==> src/rtl/cfg_packet_sequencer.sv <==
// Purpose: merges config packets from a strobe-only port and a valid/ready port onto one write bus.
// Latency: port-1 handshake to cfg_valid 1 cycle; port-0 strobe into an empty FIFO during DATA is 2 cycles.
// Backpressure: cfg_ready low holds the write; port 1 stalls via s1_ready; port 0 drops words when the FIFO is full.
`timescale 1ns/1ps

// Small synchronous FIFO. Purpose: buffer port-0 words.
// Latency: pushed word visible at the head next cycle.
// Backpressure: a push into a full FIFO is accepted only with a same-cycle pop.
module cfg_packet_sequencer_fifo #(
  parameter int W     = 32,
  parameter int DEPTH = 2
) (
  input  logic         clk,
  input  logic         reset,
  input  logic         flush,
  input  logic         push,
  input  logic         pop,
  input  logic [W-1:0] wdata,
  output logic [W-1:0] rdata,
  output logic         empty,
  output logic         full
);
  localparam int AW = $clog2(DEPTH);

  logic [W-1:0] mem [DEPTH];
  logic [AW:0]  wptr;
  logic [AW:0]  rptr;
  logic         pop_ok;
  logic         push_ok;

  assign empty   = (wptr == rptr);
  assign full    = (wptr[AW] != rptr[AW]) && (wptr[AW-1:0] == rptr[AW-1:0]);
  assign pop_ok  = pop && !empty;
  assign push_ok = push && (!full || pop_ok);
  assign rdata   = mem[rptr[AW-1:0]];

  // Pointer update; flush empties the FIFO in one cycle.
  always_ff @(posedge clk) begin
    if (!reset || flush) begin
      wptr <= '0;
      rptr <= '0;
    end else begin
      if (push_ok) wptr <= wptr + 1'b1;
      if (pop_ok)  rptr <= rptr + 1'b1;
    end
  end

  // Storage write; contents are don't-care while empty.
  always_ff @(posedge clk) begin
    if (push_ok) mem[wptr[AW-1:0]] <= wdata;
  end
endmodule

module cfg_packet_sequencer #(
  parameter logic [7:0] SYNC       = 8'hC5,
  parameter int         FIFO_DEPTH = 2,
  parameter int         TIMEOUT    = 1024
) (
  input  logic        clk,
  input  logic        reset,
  input  logic        cfg_abort,
  input  logic        s0_strobe,
  input  logic [31:0] s0_data,
  input  logic        s1_valid,
  input  logic [31:0] s1_data,
  output logic        s1_ready,
  output logic        cfg_valid,
  output logic [15:0] cfg_addr,
  output logic [31:0] cfg_data,
  input  logic        cfg_ready,
  output logic        busy,
  output logic        grant,
  output logic        done,
  output logic        err_sync,
  output logic        err_timeout,
  output logic        err_ovf
);
  localparam int TW = $clog2(TIMEOUT + 1);

  typedef enum logic [1:0] {ST_IDLE, ST_HDR, ST_DATA} state_t;

  state_t        state, state_nxt;
  logic          grant_nxt;
  logic          ptr, ptr_nxt;
  logic          done_nxt, sync_nxt, to_nxt;

  logic [31:0]   fifo_rdata;
  logic          fifo_empty, fifo_full, fifo_pop;

  logic          out_vld;
  logic [15:0]   addr_cnt;
  logic [7:0]    rem;
  logic [TW-1:0] tcnt;

  logic          src_vld;
  logic [31:0]   src_dat;
  logic          pop_ok, accept, stall, take, to_hit, ovf_now;

  cfg_packet_sequencer_fifo #(.W(32), .DEPTH(FIFO_DEPTH)) u_fifo (
    .clk   (clk),
    .reset (reset),
    .flush (cfg_abort),
    .push  (s0_strobe && !cfg_abort),
    .pop   (fifo_pop),
    .wdata (s0_data),
    .rdata (fifo_rdata),
    .empty (fifo_empty),
    .full  (fifo_full)
  );

  assign src_vld   = grant ? s1_valid : !fifo_empty;
  assign src_dat   = grant ? s1_data  : fifo_rdata;
  assign pop_ok    = !out_vld || cfg_ready;
  assign accept    = out_vld && cfg_ready;
  assign stall     = out_vld && !cfg_ready;
  assign busy      = (state != ST_IDLE);
  assign cfg_valid = out_vld;

  // Source pop and port-1 ready; s1_ready never looks at s1_valid.
  always_comb begin
    take     = 1'b0;
    s1_ready = 1'b0;
    case (state)
      ST_HDR: begin
        take     = src_vld;
        s1_ready = grant;
      end
      ST_DATA: begin
        take     = src_vld && (rem != 8'd0) && pop_ok;
        s1_ready = grant && (rem != 8'd0) && pop_ok;
      end
      default: ;
    endcase
  end

  assign fifo_pop = take && !grant;
  assign to_hit   = busy && !take && !accept && !stall && (tcnt == TW'(TIMEOUT - 1));
  // A strobe is lost only when the FIFO is full and nothing leaves this cycle.
  assign ovf_now  = s0_strobe && !cfg_abort && fifo_full && !fifo_pop;

  // Control state register plus registered status pulses.
  always_ff @(posedge clk) begin
    if (!reset) begin
      state       <= ST_IDLE;
      grant       <= 1'b0;
      ptr         <= 1'b0;
      done        <= 1'b0;
      err_sync    <= 1'b0;
      err_timeout <= 1'b0;
    end else begin
      state       <= state_nxt;
      grant       <= grant_nxt;
      ptr         <= ptr_nxt;
      done        <= done_nxt;
      err_sync    <= sync_nxt;
      err_timeout <= to_nxt;
    end
  end

  // Next state: arbitration in IDLE, header check, end-of-packet and timeout.
  always_comb begin
    state_nxt = state;
    grant_nxt = grant;
    ptr_nxt   = ptr;
    done_nxt  = 1'b0;
    sync_nxt  = 1'b0;
    to_nxt    = 1'b0;
    if (cfg_abort) begin
      state_nxt = ST_IDLE;
    end else begin
      case (state)
        ST_IDLE: begin
          if (!fifo_empty || s1_valid) begin
            grant_nxt = s1_valid && (fifo_empty || ptr);
            state_nxt = ST_HDR;
          end
        end
        ST_HDR: begin
          if (to_hit) begin
            to_nxt    = 1'b1;
            ptr_nxt   = !grant;
            state_nxt = ST_IDLE;
          end else if (take) begin
            if (src_dat[31:24] != SYNC) begin
              sync_nxt  = 1'b1;
              state_nxt = ST_IDLE;
            end else if (src_dat[23:16] == 8'd0) begin
              done_nxt  = 1'b1;
              ptr_nxt   = !grant;
              state_nxt = ST_IDLE;
            end else begin
              state_nxt = ST_DATA;
            end
          end
        end
        ST_DATA: begin
          if (to_hit) begin
            to_nxt    = 1'b1;
            ptr_nxt   = !grant;
            state_nxt = ST_IDLE;
          end else if (accept && (rem == 8'd0)) begin
            done_nxt  = 1'b1;
            ptr_nxt   = !grant;
            state_nxt = ST_IDLE;
          end
        end
        default: state_nxt = ST_IDLE;
      endcase
    end
  end

  // Datapath: output register, address/remaining counters, idle timer, overflow pulse.
  always_ff @(posedge clk) begin
    if (!reset) begin
      out_vld  <= 1'b0;
      cfg_addr <= '0;
      cfg_data <= '0;
      addr_cnt <= '0;
      rem      <= '0;
      tcnt     <= '0;
      err_ovf  <= 1'b0;
    end else begin
      err_ovf <= ovf_now;
      if (cfg_abort || state == ST_IDLE || to_hit) begin
        out_vld <= 1'b0;
        tcnt    <= '0;
      end else begin
        if (take || accept) tcnt <= '0;
        else if (!stall)    tcnt <= tcnt + TW'(1);
        if (state == ST_HDR) begin
          if (take) begin
            addr_cnt <= src_dat[15:0];
            rem      <= src_dat[23:16];
          end
        end else begin
          if (take) begin
            out_vld  <= 1'b1;
            cfg_addr <= addr_cnt;
            cfg_data <= src_dat;
            addr_cnt <= addr_cnt + 16'd1;
            rem      <= rem - 8'd1;
          end else if (accept) begin
            out_vld <= 1'b0;
          end
        end
      end
    end
  end
endmodule

==> config.mk <==
export PLATFORM = sky130hd
export DESIGN_NAME = cfg_packet_sequencer
export DESIGN_NICKNAME = d
export VERILOG_FILES = /design/src/rtl/cfg_packet_sequencer.sv
export SDC_FILE = /design/constraint.sdc
export NUM_CORES = 1
export LEC_CHECK = 0
export ABC_AREA = 1
export CAP_MARGIN = 20
export CORE_MARGIN = 2
export CORE_UTILIZATION = 35
export DETAILED_ROUTE_END_ITERATION = 16
export MAX_ROUTING_LAYER = met4
export PLACE_DENSITY = 0.56
export REMOVE_ABC_BUFFERS = 1
export SETUP_SLACK_MARGIN = 0.05
export SYNTH_ARGS = -nofsm -noshare
export SYNTH_HDL_FRONTEND = slang
export SYNTH_SLANG_ARGS = --single-unit
==> constraint.sdc <==
create_clock -name clk -period 3.2 [get_ports clk]
set_input_delay 0.48 -clock clk [delete_from_list [all_inputs] [get_ports clk]]
set_output_delay 0.48 -clock clk [all_outputs]
set_load 0.005 [all_outputs]
Word level (Yosys, flattened, before mapping):

Memories as Yosys holds them, arrays and structs flattened. A register that Yosys moved wholly into a read port is not among the register bits.
Index checks and enable logic that the tools add are counted.

* register bits after elaboration: 96
* bits in writable memories: 64
* bits of input ports: 70
* output and inout bits: 56
* memories: 1

* add/subtract/negate cells: 5
* equal/unequal tests: 12
* muxes and demuxes: 40
* bitwise operators: 6
* reduce and logical (&&, ||, !) cells: 57

Memory list
* u_fifo.mem: depth 2, width 32, read ports 1, clocked after Yosys merged registers in 1, wr ports 1, RTL line 25 `logic [W-1:0] mem [DEPTH];`

Operator list (number)
* $mux 16: 3
* $mux 32: 1
* $mux 8: 3
* $mux 1: 21
* $logic_and 1x1->1: 19
* $add 16x1->16 const B: 1
* $logic_not 8->1: 2
* $mux 2: 7
* $ne 3x3->1 const B: 4
* $add 11x1->11 const B: 1
* $eq 11x10->1 const B: 1
* $logic_not 1->1: 11
* $reduce_and 3->1: 3
* $logic_or 1x1->1: 8
* $ne 8x8->1 const B: 1
* $pmux 1 s2: 4
* $reduce_bool 8->1: 1
* $sub 8x1->8 const B: 1
* $not 1->1: 6
* $pmux 2 s3: 1
* $reduce_and 6->1: 1
* $reduce_bool 2->1: 3
* $reduce_or 2->1: 3
* $reduce_or 3->1: 2
* other kinds (10): 12

Longest topological paths before layout:

* depth in word-level cells: 14
* depth in mapped cells: 15

Hierarchy:

A second synthesis with hierarchy kept.

* cell total of the unflattened synthesis: 774
* area, all modules: 7360.8 um2

By module, submodules not included
* cfg_packet_sequencer: instances 1, cells an instance 630, area an instance 4765.8 um2, seq. area each 1841.8 um2
* cfg_packet_sequencer_fifo: instances 1, cells an instance 144, area an instance 2595.0 um2, seq. area each 2021.9 um2

Worst setup path after synthesis:

No wires, ideal clock.

* path kind: reg2reg
* start point: register state[0]
* end point: memory u_fifo.mem[0][0], enable pin
* data arrival time: 2.729 ns
* required time: 2.779 ns
* slack: 0.050 ns
* cell stages (with the launch flop): 13
* path buffers: 0
* clock period less this slack: 3.150 ns
* cell sequence: dfxtp_1 -> inv_1 -> ha_1 -> inv_1 -> nor2_1 -> nand2_1 -> inv_2 -> nand2_2 -> inv_1 -> nand2_1 -> nand3b_1 -> nand2_1 -> nor2_1

* longest elaborated chain between the ends: 8
* elaborated cells on any way between the ends: 9
* those cells by class: eq/ne (2); mux (3); reduce/logical (4)

Ends and longest elaborated chain
* start: declaration: RTL line 82 `state_t state, state_nxt;`
* start signal: assignment: RTL line 151 `state <= state_nxt;`
* $eq 2x2->1 or $eq 2x1->1 (tied branches): RTL line 123 `case (state)`
* $pmux 1 s2 (*): RTL line 123
* $logic_and 1x1->1 (*): RTL line 136 `assign fifo_pop = take && !grant;`
* $logic_and 1x1->1 (*): RTL line 33 `assign pop_ok = pop && !empty;`
* $logic_or 1x1->1 (*): RTL line 34 `assign push_ok = push && (!full || pop_ok);`
* $logic_and 1x1->1 (*): RTL line 34
* $mux 1 (*): RTL line 50 `if (push_ok) mem[wptr[AW-1:0]] <= wdata;`
* $mux 1 (implied by the code) (*): RTL line 50
* end: declaration: RTL line 25

Mark *: on every way between the ends. The rest lies on a longest branch, timed or not.

Worst setup path in the final report:

* start point: input cfg_ready
* end point: output s1_ready

* longest elaborated chain between the ends: 3

Ends and longest elaborated chain
* start: declaration: RTL line 70 `input logic cfg_ready,`
* $logic_or 1x1->1: RTL line 113 `assign pop_ok = !out_vld || cfg_ready;`
* $logic_and 1x1->1: RTL line 130 `s1_ready = grant && (rem != 8'd0) && pop_ok;`
* $pmux 1 s2: RTL line 123
* end: declaration: RTL line 66 `output logic s1_ready,`

No other way between the ends.

==> flow_summary_export.csv <==
group,metric,value,unit
worst_setup_path,worstSetupEndpointType,"output pin",
timing,setup_slack,448,ps
timing,hold_violations,0,
layout,layout-drive-gt1-share,7.28,%
yosys,ys_ff_latch,161,
worst_setup_path,crit_chain,"clkdlybuf4s50_1 -> inv_1 -> nand2_4 -> inv_2 -> nor2_1 -> nand2_1 -> nand2_1 -> inv_1 -> nor3_1 -> clkdlybuf4s50_1",
global_route,grt_overflow,0,
hold_path,hp-class,"reg -> reg",
timing,whs,461,ps
timing,rsz0062_at_grt,"false",
route,drtIter0Drc,333,
global_route,grt_pass1_vias,5221,
worst_setup_path,cp_max_fo,10,
timing,max_freq,363,MHz
die,initial_core_util,35.6,%
die,num_rows,51,
die,die_h,144,um
timing,period_needed,2750,ps
worst_setup_path,worst_path_max_delay_cell,"clkdlybuf4s50_1",
die,core_area,19400,sq um
yosys,syn-cell-area,6900,sq um
power,pwr_density_cell,491,nW/um^2
layout,area_delta_synth_final,30.3,%
power,p_leak,3.39,nW
yosys,synth.distinct_cells,37,
die,die-width,144,um
clocking,cts.clk_slew.worst_paths,60,ps
timing,relSlewSlack,57.7,%
die,die_area,20900,sq um
route,drc_errors,0,
yosys,yosysWarnings,0,
yosys,synth_seq_area_share,56.0,%
job,drv_cap,0,
clocking,clkSinkCount,161,
route,drt_first_pass_iters,5,
placement,postPlaceCellArea,8440,sq um
clocking,cts.root.buffer_cell,"clkbuf_16",
worst_setup_path,start_kind,"input pin",
run_status,status,"finished clean",
placement,place_ws,438,ps
clocking,cts_made_buffers,17,
clocking,cts_resized,0,
die,pin_count,126,
placement,dp_hpwl,12600,um
clocking,post_cts_buffers,0,
clocking,ctsLongestPathBuffers,2,
layout,final_area,8990,sq um
clocking,htree_levels,4,
route,routedWlPerCell,15.2,um
global_route,grt_pass1_wl,28600,um
global_route,grt_usage,18.6,%
timing,period_share,86.0,%
worst_setup_path,required,2720,ps
yosys,syn_inst,803,
placement,gp_congestion,0.907,
placement,portBuffers,125,
timing,worst_pin_slew,635,ps
worst_setup_path,crit_type,"in -> out",
route,viasPerCell,4.77,
worst_setup_path,crit_path_max_incr_delay,540,ps
power,peakVddDrop,0.318,mV
clocking,cts-hold-fix-buffers,0,
timing,fin_skew,12.4,ps
route,vias,5728,
worst_setup_path,worstPathArrival,2270,ps
yosys,avgSynthCellArea,8.59,sq um
clocking,cts_tree,"done",
timing,slew_violations,0,
layout,final_util,46.4,%
route,drt_wl_total,18300,um
clocking,insertion_delay,420,ps
global_route,grt_max_degree,65,
route,ant_nets,0,
timing,setup_viol,0,
layout,fin_nets,997,
timing,tns,0,ps
global_route,antenna_found_initial,2,
-- worst max-delay path: cells and delay by family --
family,cells,cell delay (ps)
buffers and inverters,5,1220
and+or+nand+nor,5,550
-- state kept, by name, indices dropped and copies added, names as in the netlist, named ones only --
signal       count
u_fifo.mem      64
state            2
addr_cnt        16
err_sync         1
err_timeout      1
ptr              1
tcnt            11
u_fifo.wptr      2
err_ovf          1
u_fifo.rptr      2
grant            1
done             1
cfg_addr        16
rem              8
cfg_data        32
cfg_valid        1
-- cell usage in the layout (no fill, tap or decap), types with 2 or more instances in the layout --
master and instances:
nand2_1 149, clkdlybuf4s50_1 124, dfxtp_1 97, nor2_1 96
a21oi_1 92, edfxtp_1 64, o21ai_0 63, nand3_1 47
inv_1 43, o21ai_1 31, clkbuf_16 17, buf_4 13
xor2_1 12, nor3_1 11, inv_2 7, or2_2 7
a211oi_1 6, ha_1 6, nand4_1 4, a31oi_1 4
xnor2_1 4, clkinvlp_4 4, nand3b_1 3, clkbuf_1 3
inv_6 3, buf_12 3, diode_2 2, nor2_4 2
clkinv_2 2
-- cell families after synthesis --
| logic type | synth area share (%) |
|---|---|
| buf+inv | 5.71 |
| xor+xnor | 2.03 |
| flops | 56.0 |
| fa+ha+maj | 1.09 |
| simple gates | 19.7 |
| compound gates | 15.5 |
-- stage by stage --
| stage | std cells | power, mW |
|---|---|---|
| 2_1_floorplan | 761 | 2.37 |
| 3_3_place_gp | 1167 | 2.57 |
| 3_5_place_dp | 1167 | 2.57 |
| 4_1_cts | 1199 | 4.46 |
| 5_1_grt | 1201 | 4.59 |
| 6_report | 1201 | 4.41 |
-- where the power goes --
group | total (mW) | internal (mW) | leakage (nW) | switching, mW
Clock | 1.89 | 1.07 | 0.255 | 0.822
Sequential | 2.17 | 2.16 | 1.37 | 0.00919
Combinational | 0.350 | 0.147 | 1.77 | 0.203
Total | 4.41 | 3.38 | 3.39 | 1.03
-- path summary, 6_finish.rpt --
path / depth (start not counted) / from / slack (ps) / end
setup / recovery: 10 / cfg_ready / 450 / s1_ready
hold / removal: 2 / tcnt[10] / 460 / tcnt[10]
hold reg to reg: 2 / tcnt[10] / 460 / tcnt[10]
setup reg to reg: 14 / rem[0] / 870 / u_fifo.mem[1][9]
-- layer usage --
metal / vias up / routed length [um] / track usage (%)
met5: - / 0 / -
met4: 0 / 392 / 7.00
met3: 24 / 890 / 4.24
met2: 132 / 8380 / 27.7
met1: 2612 / 8600 / 24.9
li1: 2960 / - / -
-- final cells by class --
type	count	area (sq um)
Multi-Input combinational cell	549	2650
Sequential cell	161	3860
Antenna cell	2	5.00
Fill cell	1910	10400
Timing Repair Buffer	141	1400
Clock buffer	20	437
Clock inverter	12	109
Tap cell	265	332
Inverter	51	194
-- Yosys cell counts, drive strengths merged --
| cell type | count | area (sq um) |
|---|---|---|
| nand4 | 4 | 25.0 |
| nand3 | 48 | 245 |
| or2 | 7 | 43.8 |
| edfxtp | 64 | 1920 |
| o221a | 1 | 11.3 |
| xnor2 | 4 | 35.0 |
| a221oi | 1 | 8.76 |
| a211oi | 7 | 57.6 |
| buf | 27 | 144 |
| a2111oi | 1 | 8.76 |
| ha | 6 | 75.1 |
| inv | 51 | 194 |
| nand2 | 151 | 577 |
| o211ai | 1 | 7.51 |
| nor4 | 1 | 6.26 |
| a311oi | 1 | 8.76 |
| a21boi | 1 | 7.51 |
| o21ai | 94 | 470 |
| nor2 | 98 | 375 |
| a31oi | 4 | 25.0 |
| xor2 | 12 | 105 |
| a21oi | 92 | 460 |
| nor3 | 12 | 65.1 |
| dfxtp | 97 | 1940 |
| clkbuf | 15 | 56.3 |
| nand3b | 3 | 22.5 |
Note: power is estimated with default switching activity, not from simulation.
==> RTL change 1, RTL diff (same settings) <==
Re-encode `state_t` (3 states) as one-hot, 3 bits wide.
--- a/src/rtl/cfg_packet_sequencer.sv
+++ b/src/rtl/cfg_packet_sequencer.sv
@@ -77,7 +77,7 @@
 );
   localparam int TW = $clog2(TIMEOUT + 1);
 
-  typedef enum logic [1:0] {ST_IDLE, ST_HDR, ST_DATA} state_t;
+  typedef enum logic [2:0] {ST_IDLE = 3'b001, ST_HDR = 3'b010, ST_DATA = 3'b100} state_t;
 
   state_t        state, state_nxt;
   logic          grant_nxt;
Formal check against the unedited RTL: no difference found for any inputs over 4 cycles, from zero or initial values and one cycle with reset low; so few cycles prove little.
==> RTL change 1 against the unedited design <==
  * Power increased by 0.89%
  * Routed wire length up 2.3%
  * Highest routed layer unchanged
  * Cell count rose by 0.75%
  * Worst setup slack worse by 0.013 ns
  * Sequential cell count increased by 1
  * Utilization decreased by 0.14 points
  * Die area is 1.1% higher
  * Area after synthesis increased by 1.1%
  * Design area up 0.36%
  * Clock power up 5%
==> RTL change 1: results (changes against the unedited design) <==
Clock network
  – Cts bufs inserted: 17 (unchanged)
  – CTS root buffer: clkbuf_16
  – Longest Clk Path Bufs: 2 (unchanged)
  – Post-CTS Setup Bufs: 0 (unchanged)
  – CTS H-Tree Depth: 4 (unchanged)
  – Worst-path clk slew: 0.06 ns (about the same)
  – Post-CTS sizing: 0 (unchanged)
  – Clk_lat worst skew: 0.43 ns

Global route
  – Initial antenna violation count: 0 (-2)
  – Pin count of the biggest net entering global routing: 51 (-22%)
  – Vias in the first global route: 5652 (+8.3%)
  – Met2 GRT Util: 29.7% (+2.0 points)
  – Met3 usage: 4.40% (+0.16 points)
  – Met1 Track Usage GR: 23.5% (-1.4 points)
  – Global-route wire length before repair: 30.0 mm (+4.9%)
  – Tot GR Track Use: 18.7% (+0.063 points)
  – Grt ovf: 0 (unchanged)

Layout
  – Nets: 1005 (+0.80%)
  – Ratio of cells with drive above 1 in the final layout: 8.36% (+1.1 points)
  – Largest register FFs: 64 (unchanged)
  – N_diodes: 0 (-2)

Setup path
  – Crit-path slowest cell: clkdlybuf4s50_1
  – CP Max Fanout: 4 (-6)
  – Crit path DAT: 2.29 ns (+0.02 ns)
  – Worst path max stage delay: 0.52 ns (-0.02 ns)
  – R2R Setup Slk: 0.79 ns (-0.08 ns)

Routing
  – DRT iter0 DRCs: 478 (+44%)
  – Routed wire length per instance: 15.4 um (+1.5%)
  – TritonRoute pass-1 iters: 5 (unchanged)
  – Routed vias/inst: 4.90 (+2.8%)

Timing
  – Clk_skew: 0.00875 ns (-0.00367 ns)
  – Minimum clock period: 2.77 ns (+0.0135 ns)
  – Worst-Margin Slew: 0.735 ns (+0.0998 ns)

Power
  – Pleak: 3.41 nW (+0.35%)
  – Worst vdd ir: 0.344 mV (+8.0%)

Synthesis
  – Yosys cell types: 41 (+11%)
  – Post-synth EDFFs: 64 (unchanged)
  – Synth cell count leaders: nand2_1, nor2_1, a21oi_1
  – Post-synth ARST share: 0% (unchanged)
  – Register area share after synthesis: 55.7% (-0.32 points)
  – Top area cells in the synthesized netlist: dfxtp_1, edfxtp_1, a21oi_1, nand2_1, nor2_1
  – Yosys warns: 0 (unchanged)

Place
  – Pre-CTS setup slack: 0.457 ns (+0.0188 ns)
  – Port Buffer Count: 125 (unchanged)
  – Detailed placer's ending HPWL: 12.6 mm (-0.16%)
  – Routability cong.: 0.869 (-4.1%)

Job
  – Total of max-cap violations: 0 (unchanged)

Run status
  – Status: finished, final reports clean

Hold path
  – HP Class: reg -> reg
==> RTL change 1: cell families (layout without fill, tap and decap cells) <==
family,Yosys count,in the layout,share of synthesized area [%]
AO/OA/AOI/OAI,221,221,16.7
XOR/XNOR,12,12,1.51
flip-flops,162,162,55.7
AND/OR/NAND/NOR,312,312,18.9
buffers and inverters,105,235,6.62
adder cells (fa/ha/maj),3,3,0.538
==> RTL change 1: cell type report <==
cell class                      instances  area [um2]
Fill cell                            1960       10500
Sequential cell                       162        3880
Multi-Input combinational cell        548        2640
Timing Repair Buffer                  139        1360
Clock buffer                           19         443
Tap cell                              265         332
Inverter                               64         240
Clock inverter                         13         126
==> RTL change 1: where the power goes <==
group          leakage [nW]  switching [mW]  internal, mW
Clock                 0.278           0.869          1.11
Combinational          1.75           0.165         0.131
Sequential             1.38         0.00848          2.17
Total                  3.41            1.04          3.41
==> RTL change 1: routing by layer <==
metal  vias to the layer above  wire [um]
li1                       2999          -
met1                      2734       8710
met2                       169       8700
met3                        29        972
met4                         0        287
met5                         -          0
==> RTL change 1: path summary, 6_finish.rpt <==
path / endpoint / cells past startpoint / startpoint
max: s1_ready / 10 / rem[0]$_SDFFE_PN0P_
max reg2reg: addr_cnt[2]$_SDFFE_PN0P_ / 8 / grant$_SDFFE_PN0P_
min: tcnt[10]$_SDFFE_PP0N_ / 2 / tcnt[10]$_SDFFE_PP0N_
min reg2reg: tcnt[10]$_SDFFE_PP0N_ / 2 / tcnt[10]$_SDFFE_PP0N_
==> RTL change 1: metrics by stage <==
stage	setup TNS (ns)	instance area [um2]	std cells	utilization (%)	hold WS, ns
6_report	0	9020	1210	46.2	0.468
5_1_grt	0	9020	1210	46.2	0.492
4_1_cts	0	9020	1210	46.2	0.467
3_5_place_dp	0	8460	1178	43.3	0.458
3_3_place_gp	0	8460	1178	43.3	0.458
2_1_floorplan	-12.25	6750	774	-	0.443
==> RTL change 1: critical path, delay by kind of cell, from the launching register on <==
kind | cells | cell delay [ns]
buffers and inverters | 3 | 0.69
adders and majority gates | 1 | 0.22
DFF | 1 | 0.35
and+or+nand+nor | 6 | 0.60
==> RTL change 2, RTL diff (same flow settings) <==
Made on the original files. Set the parameter `TIMEOUT` to 4096 (it was 1024).
--- a/src/rtl/cfg_packet_sequencer.sv
+++ b/src/rtl/cfg_packet_sequencer.sv
@@ -54,7 +54,7 @@
 module cfg_packet_sequencer #(
   parameter logic [7:0] SYNC       = 8'hC5,
   parameter int         FIFO_DEPTH = 2,
-  parameter int         TIMEOUT    = 1024
+  parameter int         TIMEOUT    = 4096
 ) (
   input  logic        clk,
   input  logic        reset,
Behaviour: same outputs for any inputs over 4 cycles, from zero or initial values and one cycle with reset low; that may be too few to reach the edited logic, so the function may still have changed.
==> RTL change 2 against the unedited design <==
  * Worst setup slack improved by 0.0049 ns
  * Die area rose by 3.6%
  * Routed wire length rose by 3.6%
  * Power rose by 2.2%
  * Clock skew fell by 0.0011 ns
  * Global-route usage barely moved
  * Register-to-register slack got worse by 0.16 ns
  * Count of clock-buffer cells in the layout rose by 1
  * Design area rose by 2.5%
  * Sequential cell count rose by 2
  * Area after synthesis rose by 3.7%
==> RTL change 2: results (changes against the unedited design) <==
Global route
  – Met3 usage: 3.45% (-0.79 points)
  – Met1 Track Usage GR: 25.2% (+0.31 points)
  – Tot GR Track Use: 18.6% (about the same)
  – Initial antenna violation count: 0 (-2)
  – Pin count of the biggest net entering global routing: 89 (+37%)
  – Global-route wire length before repair: 30.7 mm (+7.3%)
  – Met2 GRT Util: 29.2% (+1.5 points)

Power
  – Pleak: 3.25 nW (-4.2%)
  – Power share of the combinational group: 8.1% (+0.2 points)
  – Pint: 3.46 mW (+2.2%)
  – Worst vdd ir: 0.365 mV (+15%)
  – Power Total: 4.51 mW (+2.2%)

Synthesis
  – Top area cells in the synthesized netlist: dfxtp_1, edfxtp_1, nand2_1, a21oi_1, nand3_1
  – Synth Area in Compound Gates: 14.7% (-0.71 points)
  – Register area share after synthesis: 54.6% (-1.4 points)
  – Post-Synth XOR/XNOR Area: 2.69% (+0.66 points)
  – Adder-Cell Fraction of Synth Area: 1.05% (-0.039 points)
  – Synth cell count leaders: nand2_1, a21oi_1, dfxtp_1

Run status
  – Status: finished, final reports clean

Hold path
  – HP Class: reg -> reg

Layout
  – Area of the multi-input gates: 2820 um2 (+6.5%)
  – N_diodes: 0 (-2)
  – Repair and plain buffers: 147 (+4.3%)
  – Inverters: 45 (-12%)
  – Final clock-cell share: 6.14% (+0.071 points)
  – Ratio of cells with drive above 1 in the final layout: 7.77% (+0.49 points)
  – Nets: 1015 (+1.8%)
  – Sequential cell count: 163 (+1.2%)
  – Clock buffer count: 21 (+5.0%)
  – Multi-input logic cell count: 565 (+2.9%)
  – FF+latch area: 3900 um2 (+1.0%)
  – Fill cell count: 2010 (+5.2%)
  – Data buffer area share: 15.4% (-0.24 points)

Timing
  – Clk_skew: 0.0113 ns (-0.00114 ns)
  – Post-route setup TNS: 0 ns (unchanged)
  – Worst-Margin Slew: 0.902 ns (+0.267 ns)

Setup path
  – CP Max Fanout: 11 (+1)
  – Crit-path slowest cell: dfxtp_1
  – Worst path max stage delay: 0.57 ns (+0.03 ns)

Die
  – Core box area: 20200 um2 (+4.0%)

Routing
  – DRT iter0 DRCs: 268 (-20%)
  – Routed vias/inst: 4.89 (+2.5%)
  – Routed wire length per instance: 15.5 um (+1.8%)

Place
  – DP Area: 8650 um2 (+2.4%)
  – Routability cong.: 0.812 (-10%)
  – Detailed placer's ending HPWL: 12.9 mm (+2.5%)
## RTL change 2: cell types whose count changed after synthesis, sizes merged, moves of 3 or more
| cell | change |
|---|---|
| o21ai | -51 |
| nand2 | +27 |
| a21oi | +26 |
| nand3 | +20 |
| nor2 | -20 |
| a311oi | +11 |
| clkbuf | +8 |
| or2 | -7 |
| a31oi | +6 |
| inv | -6 |
| a211oi | -4 |
| xor2 | +4 |
| nand4 | +3 |
## RTL change 2: worst reg2reg max path, stage by stage, from the launching register on
cell,delay [ns]
dfxtp_1,0.36
inv_1,0.07
ha_1,0.34
inv_1,0.07
nor2_1,0.11
nand2_1,0.08
nand2_2,0.09
nand2_4,0.08
inv_1,0.08
nand2_1,0.10
nand4_1,0.15
nand2_1,0.17
nor2_4,0.12
buf_4,0.33
## RTL change 2: worst paths after layout
| path | start | end | slack, ns | cells after the start |
|---|---|---|---|---|
| worst max-delay path | grant$_SDFFE_PN0P_ | s1_ready | 0.45 | 4 |
| worst min-delay path | cfg_data[3]$_SDFFE_PN0P_ | cfg_data[3]$_SDFFE_PN0P_ | 0.46 | 2 |
| worst max register to register | state[0]$_SDFFE_PP0P_ | u_fifo.mem[1][16]$_DFFE_PP_ | 0.71 | 13 |
| worst min register to register | cfg_data[3]$_SDFFE_PN0P_ | cfg_data[3]$_SDFFE_PN0P_ | 0.46 | 2 |
## RTL change 2: per-layer routing
metal	share of wire [%]	up-vias
li1	-	3043
met1	48	2777
met2	47	139
met3	4.8	12
met4	0.74	0
met5	0	-
## RTL change 2: stage by stage
stage / util [%] / std cells
after floorplan: - / 773
after global placement: 42.9 / 1190
after detailed placement: 42.9 / 1190
after CTS: 45.7 / 1222
after global routing: 45.7 / 1222
final: 45.7 / 1222
